**src/rtl/game_sequencer.sv**
```systemverilog
// game_sequencer: game controller for the 4x4 flip-cell puzzle.
// Scrambles the board, forwards user moves, counts moves, latches win.
module game_sequencer #(
    parameter int         SCRAMBLE_MOVES = 8,
    parameter logic [7:0] LFSR_SEED      = 8'hA5,
    parameter int         SETTLE         = 4,
    parameter int         MOVE_W         = 8,
    parameter int         BUZZ_CYCLES    = 100000000
) (
    input  logic              clk,
    input  logic              reset,
    input  logic              start,
    input  logic              user_fire,
    input  logic [3:0]        user_row,
    input  logic [3:0]        user_col,
    input  logic              user_error,
    input  logic              win_in,
    output logic [3:0]        row_en,
    output logic [3:0]        col_en,
    output logic              fire_out,
    output logic              busy,
    output logic [1:0]        game_state,
    output logic [MOVE_W-1:0] move_count,
    output logic              buzz_en
);

    localparam int SW = (SETTLE > 1) ? $clog2(SETTLE) : 1;
    localparam int BW = $clog2(BUZZ_CYCLES + 1);

    localparam logic [7:0]    L_SCR = 8'(SCRAMBLE_MOVES);
    localparam logic [SW-1:0] L_SET = SW'(SETTLE - 1);
    localparam logic [BW-1:0] L_BZ  = BW'(BUZZ_CYCLES - 1);

    typedef enum logic [1:0] {
        S_IDLE = 2'd0,
        S_SCR  = 2'd1,
        S_PLAY = 2'd2,
        S_WIN  = 2'd3
    } state_t;

    typedef enum logic [1:0] {
        P_IDLE,
        P_EN,
        P_FIRE,
        P_SETTLE
    } phase_t;

    state_t            r_state;
    phase_t            r_phase;
    logic [SW-1:0]     r_set_cnt;
    logic [3:0]        r_row;
    logic [3:0]        r_col;
    logic [7:0]        r_lfsr;
    logic [7:0]        r_scnt;
    logic [MOVE_W-1:0] r_mcnt;
    logic              r_buzz;
    logic [BW-1:0]     r_bcnt;
    logic              r_chk;
    logic              r_spend;

    state_t            w_state;
    phase_t            w_phase;
    logic [SW-1:0]     w_set_cnt;
    logic [3:0]        w_row;
    logic [3:0]        w_col;
    logic [7:0]        w_lfsr;
    logic [7:0]        w_scnt;
    logic [MOVE_W-1:0] w_mcnt;
    logic              w_buzz;
    logic [BW-1:0]     w_bcnt;
    logic              w_chk;
    logic              w_spend;
    logic              w_launch;

    logic              w_idle;
    logic [3:0]        w_oh;
    logic              w_fb;
    logic              w_row_oh;
    logic              w_col_oh;
    logic              w_user_ok;
    logic              w_scr_more;

    assign w_idle = (r_phase == P_IDLE);
    assign w_oh   = 4'b0001 << r_lfsr[1:0];
    assign w_fb   = r_lfsr[7] ^ r_lfsr[5]
                  ^ r_lfsr[4] ^ r_lfsr[3];

    assign w_row_oh = (user_row != 4'b0000) &&
                      ((user_row & (user_row - 4'd1)) == 4'b0000);
    assign w_col_oh = (user_col != 4'b0000) &&
                      ((user_col & (user_col - 4'd1)) == 4'b0000);

    assign w_user_ok = !user_error &&
                       ((w_row_oh && (user_col == 4'b0000)) ||
                        (w_col_oh && (user_row == 4'b0000)));

    assign w_scr_more = (r_scnt != L_SCR);

    // Fire sequencer: enables, strobe, then settle countdown.
    always_comb begin
        w_phase   = r_phase;
        w_set_cnt = r_set_cnt;
        unique case (r_phase)
            P_IDLE: begin
                if (w_launch) begin
                    w_phase = P_EN;
                end
            end
            P_EN: begin
                w_phase = P_FIRE;
            end
            P_FIRE: begin
                if (SETTLE == 0) begin
                    w_phase = P_IDLE;
                end else begin
                    w_phase   = P_SETTLE;
                    w_set_cnt = L_SET;
                end
            end
            P_SETTLE: begin
                if (r_set_cnt == '0) begin
                    w_phase = P_IDLE;
                end else begin
                    w_set_cnt = r_set_cnt - 1'b1;
                end
            end
        endcase
    end

    // Game FSM: decides launches, counters and state changes.
    always_comb begin
        w_state  = r_state;
        w_row    = r_row;
        w_col    = r_col;
        w_lfsr   = r_lfsr;
        w_scnt   = r_scnt;
        w_mcnt   = r_mcnt;
        w_buzz   = r_buzz;
        w_bcnt   = r_bcnt;
        w_chk    = r_chk;
        w_spend  = r_spend;
        w_launch = 1'b0;
        unique case (r_state)
            S_IDLE: begin
                if (start) begin
                    w_state = S_SCR;
                    w_mcnt  = '0;
                    w_scnt  = '0;
                end
            end
            S_SCR: begin
                if (start) begin
                    w_scnt = '0;
                    w_mcnt = '0;
                end else if (w_idle) begin
                    if (w_scr_more || win_in) begin
                        w_launch = 1'b1;
                        w_row    = r_lfsr[2] ? 4'b0000 : w_oh;
                        w_col    = r_lfsr[2] ? w_oh : 4'b0000;
                        w_lfsr   = {r_lfsr[6:0], w_fb};
                        if (w_scr_more) begin
                            w_scnt = r_scnt + 8'd1;
                        end
                    end else begin
                        w_state = S_PLAY;
                    end
                end
            end
            S_PLAY: begin
                if (w_idle) begin
                    w_chk = 1'b0;
                    if (start || r_spend) begin
                        w_state = S_SCR;
                        w_mcnt  = '0;
                        w_scnt  = '0;
                        w_spend = 1'b0;
                    end else if (r_chk && win_in) begin
                        w_state = S_WIN;
                        w_buzz  = 1'b1;
                        w_bcnt  = '0;
                    end else if (user_fire && w_user_ok) begin
                        w_launch = 1'b1;
                        w_row    = user_row;
                        w_col    = user_col;
                        w_chk    = 1'b1;
                        if (!(&r_mcnt)) begin
                            w_mcnt = r_mcnt + 1'b1;
                        end
                    end
                end else if (start) begin
                    w_spend = 1'b1;
                end
            end
            S_WIN: begin
                if (start) begin
                    w_state = S_SCR;
                    w_mcnt  = '0;
                    w_scnt  = '0;
                    w_buzz  = 1'b0;
                end else if (r_buzz) begin
                    if (r_bcnt == L_BZ) begin
                        w_buzz = 1'b0;
                    end else begin
                        w_bcnt = r_bcnt + 1'b1;
                    end
                end
            end
        endcase
    end

    // State register with synchronous active-low reset.
    always_ff @(posedge clk) begin
        if (!reset) begin
            r_state   <= S_IDLE;
            r_phase   <= P_IDLE;
            r_set_cnt <= '0;
            r_row     <= '0;
            r_col     <= '0;
            r_lfsr    <= LFSR_SEED;
            r_scnt    <= '0;
            r_mcnt    <= '0;
            r_buzz    <= 1'b0;
            r_bcnt    <= '0;
            r_chk     <= 1'b0;
            r_spend   <= 1'b0;
        end else begin
            r_state   <= w_state;
            r_phase   <= w_phase;
            r_set_cnt <= w_set_cnt;
            r_row     <= w_row;
            r_col     <= w_col;
            r_lfsr    <= w_lfsr;
            r_scnt    <= w_scnt;
            r_mcnt    <= w_mcnt;
            r_buzz    <= w_buzz;
            r_bcnt    <= w_bcnt;
            r_chk     <= w_chk;
            r_spend   <= w_spend;
        end
    end

    logic w_drive;
    assign w_drive = (r_phase == P_EN) || (r_phase == P_FIRE);

    assign row_en     = w_drive ? r_row : 4'b0000;
    assign col_en     = w_drive ? r_col : 4'b0000;
    assign fire_out   = (r_phase == P_FIRE);
    assign busy       = !w_idle;
    assign game_state = r_state;
    assign move_count = r_mcnt;
    assign buzz_en    = r_buzz;

endmodule
```
**config.mk**
```make
export PLATFORM = sky130hd
export DESIGN_NAME = game_sequencer
export DESIGN_NICKNAME = d
export VERILOG_FILES = /design/src/rtl/game_sequencer.sv
export SDC_FILE = /design/constraint.sdc
export NUM_CORES = 1
export LEC_CHECK = 0
export ABC_AREA = 1
export CAP_MARGIN = 20
export CORE_MARGIN = 2
export CORE_UTILIZATION = 35
export DETAILED_ROUTE_END_ITERATION = 12
export PLACE_DENSITY = 0.49
export SYNTH_ARGS = -nofsm -noshare
export SYNTH_HDL_FRONTEND = slang
export SYNTH_SLANG_ARGS = --single-unit
```
**constraint.sdc**
```tcl
create_clock -name clk -period 2.25 [get_ports clk]
set_clock_uncertainty 0.1 [all_clocks]
set_input_delay 0.225 -clock clk [delete_from_list [all_inputs] [get_ports clk]]
set_output_delay 0.225 -clock clk [all_outputs]
set_load 0.01 [all_outputs]
```
# Word level (Yosys, flattened, before mapping)
# Cells that the tools add are included.
# totals
wordCells,171
reg_bits,68
out_inout_bits,21
mem_bits_rw,0
mem_bits_ro,0
latch_bits,0
memories,0
# classes
magnitude_cmp,0
n_reduce_logical,40
div,0
n_addsub,6
bitwise_logic,6
shifts,1
multipliers,0
eq_ne,34
muxes,72
# op_table
operator,count
$mux 27,6
$mux 8,12
$mux 4,18
$pmux 27 s2,1
$ne 2x2->1 const B,16
$add 27x1->27 const B,1
$eq 27x27->1 const B,1
$pmux 8 s3,1
$ne 3x3->1 const B,7
$mux 2,10
$add 8x1->8 const B,2
$logic_not 4->1,4
$mux 1,16
$pmux 4 s2,2
$pmux 8 s2,1
$reduce_and 8->1,2
$reduce_and 6->1,2
$and 4x4->4,2
$eq 2x2->1 const B,4
$ne 8x4->1 const B,1
$pmux 2 s4,1
$reduce_and 4->1,2
$reduce_bool 2->1,4
$reduce_bool 4->1,2
other kinds (20),41

# Longest topological paths before layout
# Gate-level depths: netlist of run 1.
# logic_depth
word_depth,15
depth_mapped,14
ltp_nobuf,14

# Least setup slack after synthesis of run 1
# No wires, ideal clock.
# synth_timing
path_kind,register -> register
startpoint,register r_state[0] (netlist: game_state[0])
endpoint,register r_scnt[7]
slack_ps,407
t_arrival_ps,1630
setup_ps,113
path_buffers,0
t_required_ps,2037
stages_incl_launch_ff,13
cell_sequence,dfxtp_1 > inv_1 > ha_1 > nand2_1 > o21ai_1 > nor2_2 > nand3_1 > nand2_2 > nand4_2 > nor2_1 > nand2_1 > nand3_1 > nor2_1
# synth_between
elab_chain_cells,4
# synth_lines
item,line_no,rtl
start: declaration,48,state_t r_state;
start signal: assignment,227,r_state <= w_state;
$eq 2x2->1 or $logic_not 2->1 (tied branches),143,unique case (r_state)
$reduce_or 2->1 (no line),n/a,
$ne 2x1->1 (no line),n/a,
$reduce_and 6->1 (no line),n/a,
end signal: assignment,233,r_scnt <= w_scnt;
end: declaration,54,logic [7:0] r_scnt;
# Parallel ways exist; a longest one is shown, timed or not.
# A chain may end at the register's enable or synchronous reset.

# Worst setup path after layout of run 1
# layout_timing
startpoint,register r_phase[1]
endpoint,output row_en[2]
# layout_between
elab_chain_cells,3
# layout_lines
item,line_no,rtl
start: declaration,49,phase_t r_phase;
start signal: assignment,228,r_phase <= w_phase;
$eq 2x1->1 or $eq 2x2->1 (tied branches),243,assign w_drive = (r_phase == P_EN) || (r_phase == P_FIRE);
$logic_or 1x1->1 *,243,
$mux 4 *,245,assign row_en = w_drive ? r_row : 4'b0000;
end: declaration,18,"output logic [3:0] row_en,"
# Mark *: on every way between the ends. The rest lies on a longest branch, timed or not.

==> flow_results.org, run 1 <==
** Die
- Initial standard-cell utilization of the core :: 35.9%
- Die height :: 112 um
- Row count :: 39
- For this design the top-level I/O count stands at 35.
- Measured along the x axis, the die boundary spans 112 um.
- The die covers 0.0126 mm^2.
- The core region is 0.0115 mm^2.

** Global route
- After global routing the overflow that remains totals 0.
- The via count of the first global-routing pass is 3892.
- The first global-routing pass estimated 18900 um of wire.
- The number of antenna violations at the first check in global routing is 0.
- Maximum number of pins on one net before global-route repair :: 22
- In the global route stage, overall resource usage came out at 18.5%.

** Clock network
- Longest Clk Path Bufs :: 2
- The later pin in the worst-skew pair is clocked with a latency of 340 ps.
- Cell at the root of the clock tree :: sky130_fd_sc_hd__clkbuf_16
- Sinks on the clock net :: 68
- Hold-fix buffers at CTS :: 0
- H-tree depth reported by CTS :: 3
- Number of post-CTS setup repair buffers :: 0
- Counting the buffers created by CTS gives 9.
- TritonCTS built the clock tree.
- The number of gates resized after CTS was 1.
- Clock-pin slew was measured on the worst setup and hold paths at 60 ps.

** Synth
- Number of nets in the synthesized netlist :: 670
- Syn avg cell area :: 6.38 um^2
- After synthesis the cells add up to 0.00412 mm^2.
- Counting flops with a built-in enable in the synthesized netlist gives 0.
- Count of distinct cell types in the synthesized netlist :: 39
- Synthesized flop and latch total :: 68
- Synthesis warning total :: 0
- Seq/Total Area, Yosys :: 33.1%
- The cell count after synthesis came out at 645.
- Synth async-reset ratio :: 0%
- Most frequently used flop master after synthesis :: sky130_fd_sc_hd__dfxtp_1

** Power
- In this run the power density over the cells is 844 mW/mm^2.
- Summed over all cells, the static leakage comes to 2.07 nW.
- The worst-case IR drop observed on VDD is 0.383 mV.

** Status
- The flow ran to the end, and the final reports show no timing, DRC or antenna violations.

** Critical path
- STA puts the critical path data required time at 1920 ps.
- The worst setup path is captured at an output port.
- CP Launch Type :: flop
- At the worst endpoint, the arrival time is 1770 ps.
- Largest fanout on the critical path :: 9
- The worst setup path is of the flop to output port kind.

** Route
- The count of nets left with antenna violations once routing finished came out at 0.
- First-iteration detailed-routing DRC count :: 203
- Final wirelength :: 11200 um
- Summing over every cut layer, the via total after detailed routing is 4202.
- Routed wirelength normalized by instance count :: 13.4 um
- The first TritonRoute pass finished after 6 iterations.
- In the routed design, unresolved DRC markers number 0.
- Via density per instance :: 5.00

** Timing
- In the final timing run, aggregate negative setup slack is 0 ps.
- Max-slew violation count :: 0
- RSZ-0062 raised after global routing :: false
- Hold Vio Cnt, Final :: 0
- The worst path uses 93.0% of the clock period.
- Headroom to the max-slew limit :: 69.2%
- Final period demand of the worst path :: 2090 ps
- For this run, the top clock speed supported by timing is 478 MHz.
- At the pin with the least slew margin, the transition time is 457 ps.
- Final number of setup-violating endpoints :: 0

** Place
- Placed inst area :: 0.00470 mm^2
- Post-detailed-placement half-perimeter wirelength :: 8470 um
- During placement, the flow inserted port buffers numbering 34.
- The congestion estimate from routability-driven global placement came to 0.912.

** Layout
- Fraction of final layout cells sized beyond drive strength 1 :: 9.61%
- Nets :: 717
- The repair_antennas step left the layout with diodes totalling 0.
- Relative to the synthesized area, the layout overhead comes to 21.9%.
- With fillers left out, the area of the finished cells amounts to 0.00502 mm^2.

** Hold path
- The min-delay analysis places its worst path in the category flop to flop.

** Run
- The tool flagged a number of max-cap violations equal to 0.
-- worst max-delay path: stages (launching register included) --
cell                              delay [ps]
sky130_fd_sc_hd__dfxtp_1                 390
sky130_fd_sc_hd__inv_1                    90
sky130_fd_sc_hd__ha_4                    320
sky130_fd_sc_hd__nand2_1                  60
sky130_fd_sc_hd__inv_1                    50
sky130_fd_sc_hd__clkdlybuf4s50_1         520
-- power by group --
group	total (mW)	switching [mW]	leakage [nW]	internal (mW)
Sequential	1.45	0.0989	0.551	1.36
Clock	1.37	0.558	0.142	0.808
Combinational	1.41	0.850	1.38	0.563
-- path summary, 6_finish.rpt --
check	startpoint	endpoint	slack, ps	depth (start not counted)
setup / recovery	r_phase[1]$_SDFFE_PN0P_	row_en[2]	160	5
hold / removal	r_lfsr[6]$_SDFFE_PN0P_	r_lfsr[7]$_SDFFE_PN1P_	370	2
setup reg to reg	game_state[0]$_SDFFE_PN0P_	r_scnt[7]$_SDFFE_PN0P_	240	13
hold reg to reg	r_lfsr[6]$_SDFFE_PN0P_	r_lfsr[7]$_SDFFE_PN1P_	370	2
-- per-layer routing --
| layer | vias up | track usage [%] | share of wire, % |
|---|---|---|---|
| met3 | 11 | 3.40 | 4.0 |
| met4 | 0 | 6.91 | 1.4 |
| met5 | - | 0 | 0 |
| met2 | 86 | 29.0 | 45 |
| li1 | 2201 | - | - |
| met1 | 1904 | 25.3 | 49 |
-- area by class of cell --
| cell class | instances | area (um^2) |
|---|---|---|
| flip-flops and latches | 68 | 1360 |
| fillers | 1230 | 6450 |
| inverters | 89 | 337 |
| clock inverters | 5 | 35.0 |
| repair buffers | 55 | 510 |
| clock buffers | 11 | 253 |
| multi-input cells | 469 | 2340 |
| well taps | 143 | 179 |
-- metrics by stage --
| stage | hold WS [ps] | worst slack (ps) | util (%) | instances | power, mW |
|---|---|---|---|---|---|
| 3_3_place_gp | 343 | 25.7 | 41.0 | 824 | 2.84 |
| 4_1_cts | 365 | 34.4 | 43.6 | 840 | 4.24 |
| 5_1_grt | 405 | 7.57 | 43.8 | 840 | 4.52 |
| 6_report | 367 | 158 | 43.8 | 840 | 4.23 |
| 2_1_floorplan | 302 | 407 | - | 645 | 2.39 |
| 3_5_place_dp | 353 | 24.2 | 41.0 | 824 | 2.85 |
-- Yosys cell counts, types with 2 or more instances --
master,count,area [um^2]
sky130_fd_sc_hd__xnor2_1,3,26.3
sky130_fd_sc_hd__nor3_1,22,110
sky130_fd_sc_hd__nor4_1,4,25.0
sky130_fd_sc_hd__buf_2,6,30.0
sky130_fd_sc_hd__nor2_2,3,18.8
sky130_fd_sc_hd__a21oi_1,49,245
sky130_fd_sc_hd__o21ai_0,18,90.1
sky130_fd_sc_hd__xor2_1,10,87.6
sky130_fd_sc_hd__nand2_1,156,586
sky130_fd_sc_hd__o22ai_1,8,50.1
sky130_fd_sc_hd__a21o_1,3,22.5
sky130_fd_sc_hd__buf_1,3,11.3
sky130_fd_sc_hd__o21ai_1,6,30.0
sky130_fd_sc_hd__or2_2,2,12.5
sky130_fd_sc_hd__buf_6,3,33.8
sky130_fd_sc_hd__inv_1,81,304
sky130_fd_sc_hd__nand2_2,8,50.1
sky130_fd_sc_hd__a211oi_1,5,37.5
sky130_fd_sc_hd__o211ai_1,2,15.0
sky130_fd_sc_hd__nor2_1,77,289
sky130_fd_sc_hd__nand4_1,23,144
sky130_fd_sc_hd__ha_1,11,138
sky130_fd_sc_hd__dfxtp_1,68,1360
sky130_fd_sc_hd__inv_2,7,26.3
sky130_fd_sc_hd__clkbuf_1,7,26.3
sky130_fd_sc_hd__a31oi_1,2,12.5
sky130_fd_sc_hd__nand3_1,46,230
-- layout by cell type, fill, tap and decap left out, drive strengths merged --
cell and instances:
clkinvlp 1, and3 1, xor2 10, clkdlybuf4s50 34
nand4 24, a22oi 1, nor3 23, o21ai 25
clkinv 4, xnor2 3, nand2 164, o211ai 2
a31oi 2, ha 11, o21bai 1, or2 3
dfxtp 68, buf 21, o22ai 8, clkbuf 11
a21o 3, nor4 4, inv 89, nor2 81
a21oi 49, nor3b 1, nand3 47, a211oi 5
nand3b 1
-- state kept, by name (all words and copies together), names as in the netlist --
register / count
buzz_en: 1
game_state: 2
move_count: 8
r_bcnt: 27
r_chk: 1
r_col: 4
r_lfsr: 8
r_phase: 2
r_row: 4
r_scnt: 8
r_set_cnt: 2
r_spend: 1
-- cell families after synthesis --
logic type	Yosys count	share of synthesized area (%)
AND/OR/NAND/NOR	349	37.4
AO/OA/AOI/OAI	96	12.8
buffers and inverters	108	10.6
flip-flops	68	33.1
XOR/XNOR	13	2.77
adder cells (fa/ha/maj)	11	3.34
Power figures use the tool's default switching activity.
==> inputs of run 2 (changes only) <==
- CORE_UTILIZATION: 35 -> 50
- PLACE_DENSITY: 0.49 -> 0.66
==> run 2 against run 1 <==
Effect of this change:
- sequential cell count unchanged
- total power decreased by 9.8%
- first-iteration DRC count increased by 25%
- register-to-register slack about the same
- final cell count decreased by 5.7%
- clock power decreased by 26%
- sequential power about the same
- combinational power decreased by 4%
- global-route usage increased by 5.1 points
- via count decreased by 0.57%
- fmax decreased by 0.49%
- non-clock buffer count decreased by 8
- critical path type unchanged
- largest cell class unchanged
- highest routed layer unchanged
==> flow_results.org, run 2 (synthesized netlist as in run 1, its figures left out) <==
** Status
- Outcome :: finished clean

** Clock network
- Longest Clk Path Bufs :: 2 (unchanged)
- In this run the clock root is driven by a sky130_fd_sc_hd__clkbuf_8.
- The number of hold buffers added after cts was 0 (unchanged).
- The CTS buffer count is 9 (unchanged).
- Worst-Skew Late Latency :: 340 ps (about the same)
- CTS tree :: built
- The clock slew seen by the registers of the worst setup and hold paths was 70 ps (about the same).
- The clock sink count is 68 (unchanged).
- The H-tree depth reported by CTS is 3 (unchanged).

** Global route
- Met3 usage in global routing :: 3.27% (-0.13 points)
- The met1 demand-to-capacity share in global routing was 31.3% (+5.9 points).
- Number of antenna violations at the first check in global routing :: 0 (unchanged)
- The met2 usage came to 39.1% (+10 points).
- The global routing stage identified its most utilized layer as met2.
- Number of global-route vias before repair :: 3760 (-3.4%)
- Wire length of the first global-routing pass :: 16900 um (-10%)
- Remaining global-route overflow :: 0 (unchanged)
- The total track usage came to 23.6% (+5.1 points).
- The maximum number of pins on one net before global-route repair is 36 (+64%).

** Layout
- Most common library cell in the layout ignoring fill and taps :: sky130_fd_sc_hd__nand2_1
- The library cells used most frequently in the layout, excluding fill and tap cells, are 155 x sky130_fd_sc_hd__nand2_1, 81 x sky130_fd_sc_hd__inv_1, 77 x sky130_fd_sc_hd__nor2_1, 68 x sky130_fd_sc_hd__dfxtp_1, 49 x sky130_fd_sc_hd__a21oi_1.
- The layout cell share with drive strength beyond 1 was 8.30% (-1.3 points).
- Compared with the post-synthesis result, the final layout area differs by 17.3%.
- Largest register FFs :: 27 (unchanged)
- The final net count was 709 (-1.1%).
- The fill cell total of the finished layout came to 813 (-34%).
- Ranked by flip-flop count, first place goes to r_bcnt.
- The number of antenna diodes is 0 (unchanged).

** Timing
- Max-slew violation count :: 0 (unchanged)
- Slew at the pin with the worst max-slew slack :: 478 ps (+20.6 ps)
- Headroom to the max-slew limit :: 67.9% (-1.3 points)
- The setup total negative slack was 0 ps (unchanged).
- Setup repair after global routing left no endpoint under its margin.
- Final period demand of the worst path :: 2100 ps (+10.2 ps)
- The number of setup violations in the final report was 0 (unchanged).
- The portion of the clock cycle consumed by the worst path in the final layout came to 93.4% (+0.45 points).
- The smallest hold slack is 366 ps (-1.36 ps).
- The count of endpoints failing hold in the final timing report came to 0 (unchanged).
- The upper clock frequency limit was 476 MHz (-0.49%).

** Power
- Maximum ir drop on the vdd rail :: 0.523 mV (+36%)
- Relative contribution of the clock network to total power :: 26.3% (-6.0 points)
- Power density cells :: 791 mW/mm^2 (-6.2%)
- Power spent charging and discharging nets :: 1.36 mW (-9.5%)
- The standby leakage power was 1.99 nW (-3.7%).
- Internal power :: 2.46 mW (-9.9%)
- The fraction of power consumed by combinational cells was 35.6% (+2.2 points).
- The portion of total power attributed to sequential cells came to 38.0% (+3.6 points).
- The net switching share of the total power was 35.7% (+0.11 points).

** Critical path
- Most frequent cell on the critical path :: sky130_fd_sc_hd__inv_1
- End of the worst register-to-register path :: r_bcnt[6]$_SDFFE_PN0P_
- The critical path goes through inv_1 -> ha_4 -> nand2_1 -> inv_1 -> clkdlybuf4s50_1.
- CP Launch Type :: flop
- The data required time of the worst path is 1920 ps (about the same).
- Worst path bufs/invs :: 3 (unchanged)
- The most critical setup path has its endpoint at col_en[0].
- Nature of the critical path endpoint :: output port
- The largest stage delay on the critical path is 520 ps (about the same).
- The critical path is of the flop to output port type.
- Origin of the worst setup path :: r_phase[1]$_SDFFE_PN0P_
- The depth of the most critical reg-to-reg path came to 13 (unchanged).
- The slowest stage of the critical path belongs to the cell sky130_fd_sc_hd__clkdlybuf4s50_1.
- Critical path depth in cells :: 5 (unchanged)
- Cell class contributing the biggest share of worst-path delay :: buffers and inverters
- Beginning of the worst register-to-register path :: game_state[0]$_SDFFE_PN0P_
- The flop-to-flop setup slack was 240 ps (about the same).
- The arrival time of data at the critical path endpoint was 1780 ps (about the same).
- Largest fanout on the critical path :: 9 (unchanged)

** Place
- Post-detailed-placement half-perimeter wirelength :: 7480 um (-12%)
- GP Congestion :: 0.922 (+1.1%)
- The number of buffers added on ports is 34 (unchanged).

** Route
- Final wirelength :: 10100 um (-11%)
- Post-route DRC :: 0 (unchanged)
- The number of iterations in the first detailed-routing pass is 5 (-1).
- The post-detailed-route wirelength per cell came to 12.7 um (-5.2%).
- The mean number of vias per cell is 5.28 (+5.5%).
- The violation count after the first detailed-route iteration was 254 (+25%).
- The via total after detailed routing is 4178 (-0.57%).
- The residual antenna-violating net count after detailed routing is 0 (unchanged).

** Die
- Full die area :: 0.00897 mm^2 (-29%)
- Row count :: 33 (-15%)
- The number of ports placed on the die boundary was 35 (unchanged).
- The starting density of the core was 50.9% (+15 points).
- Core Area :: 0.00809 mm^2 (-29%)
- Die height :: 94.7 um (-16%)
- Die width :: 94.7 um (-16%)

** Hold path
- The worst hold path stage count came to 2 (unchanged).
- Kind of path behind the tightest hold check :: flop to flop

** Run
- The max-capacitance violation count came to 0 (unchanged).
-- run 2: area by class of cell --
| cell class | instances | area (um^2) | share of cell area (%) |
|---|---|---|---|
| repair buffers | 47 | 463 | 9.59 |
| clock buffers | 12 | 155 | 3.21 |
| flip-flops and latches | 68 | 1360 | 28.2 |
| well taps | 105 | 131 | 2.72 |
| inverters | 89 | 337 | 6.97 |
| multi-input cells | 469 | 2340 | 48.6 |
| clock inverters | 2 | 35.0 | 0.726 |
-- run 2: power groups by stage --
| stage | Combinational [mW] | Sequential, mW | Clock (mW) |
|---|---|---|---|
| 3_3_place_gp | 1.29 | 1.47 | 0 |
| 3_5_place_dp | 1.31 | 1.48 | 0 |
| 4_1_cts | 1.32 | 1.45 | 1.04 |
| 2_1_floorplan | 0.924 | 1.46 | 0 |
| 5_1_grt | 1.53 | 1.48 | 1.09 |
| 6_report | 1.36 | 1.45 | 1.01 |
-- run 2: worst min-delay path, delay by kind of cell, from the launching register on --
kind / cells / cell delay (ps)
simple gates: 2 / 120
flops: 1 / 330
-- run 2: metal layers --
layer | vias to the layer above | part of all wire [%]
met3 | 16 | 4.1
li1 | 2176 | -
met2 | 99 | 47
met5 | - | 0
met4 | 0 | 1.8
met1 | 1887 | 48
-- run 2: worst min path at each step --
stage	startpoint	end	slack [ps]
floorplan	start	r_scnt[6]$_SDFFE_PN0P_	300
global placement	r_lfsr[6]$_SDFFE_PN0P_	r_lfsr[7]$_SDFFE_PN1P_	350
detailed placement	r_lfsr[6]$_SDFFE_PN0P_	r_lfsr[7]$_SDFFE_PN1P_	350
CTS	r_lfsr[6]$_SDFFE_PN0P_	r_lfsr[7]$_SDFFE_PN1P_	370
global route	r_lfsr[6]$_SDFFE_PN0P_	r_lfsr[6]$_SDFFE_PN0P_	390
finish	r_lfsr[6]$_SDFFE_PN0P_	r_lfsr[7]$_SDFFE_PN1P_	370
-- run 2: through the flow --
step	power (mW)	worst slack, ps	cell area, um^2	std cells	util, %
4_1_cts	3.81	46.3	4800	792	59.3
6_report	3.82	148	4830	792	59.6
5_1_grt	4.10	15.7	4830	792	59.6
3_5_place_dp	2.79	75.3	4610	778	57.0
2_1_floorplan	2.39	407	4120	645	-
3_3_place_gp	2.76	127	4610	778	57.0
-- run 2: what timing repair did --
item	in CTS	in global routing
endpoints found under the setup margin	1	18
resized for setup	1	7
setup buffers	0	0
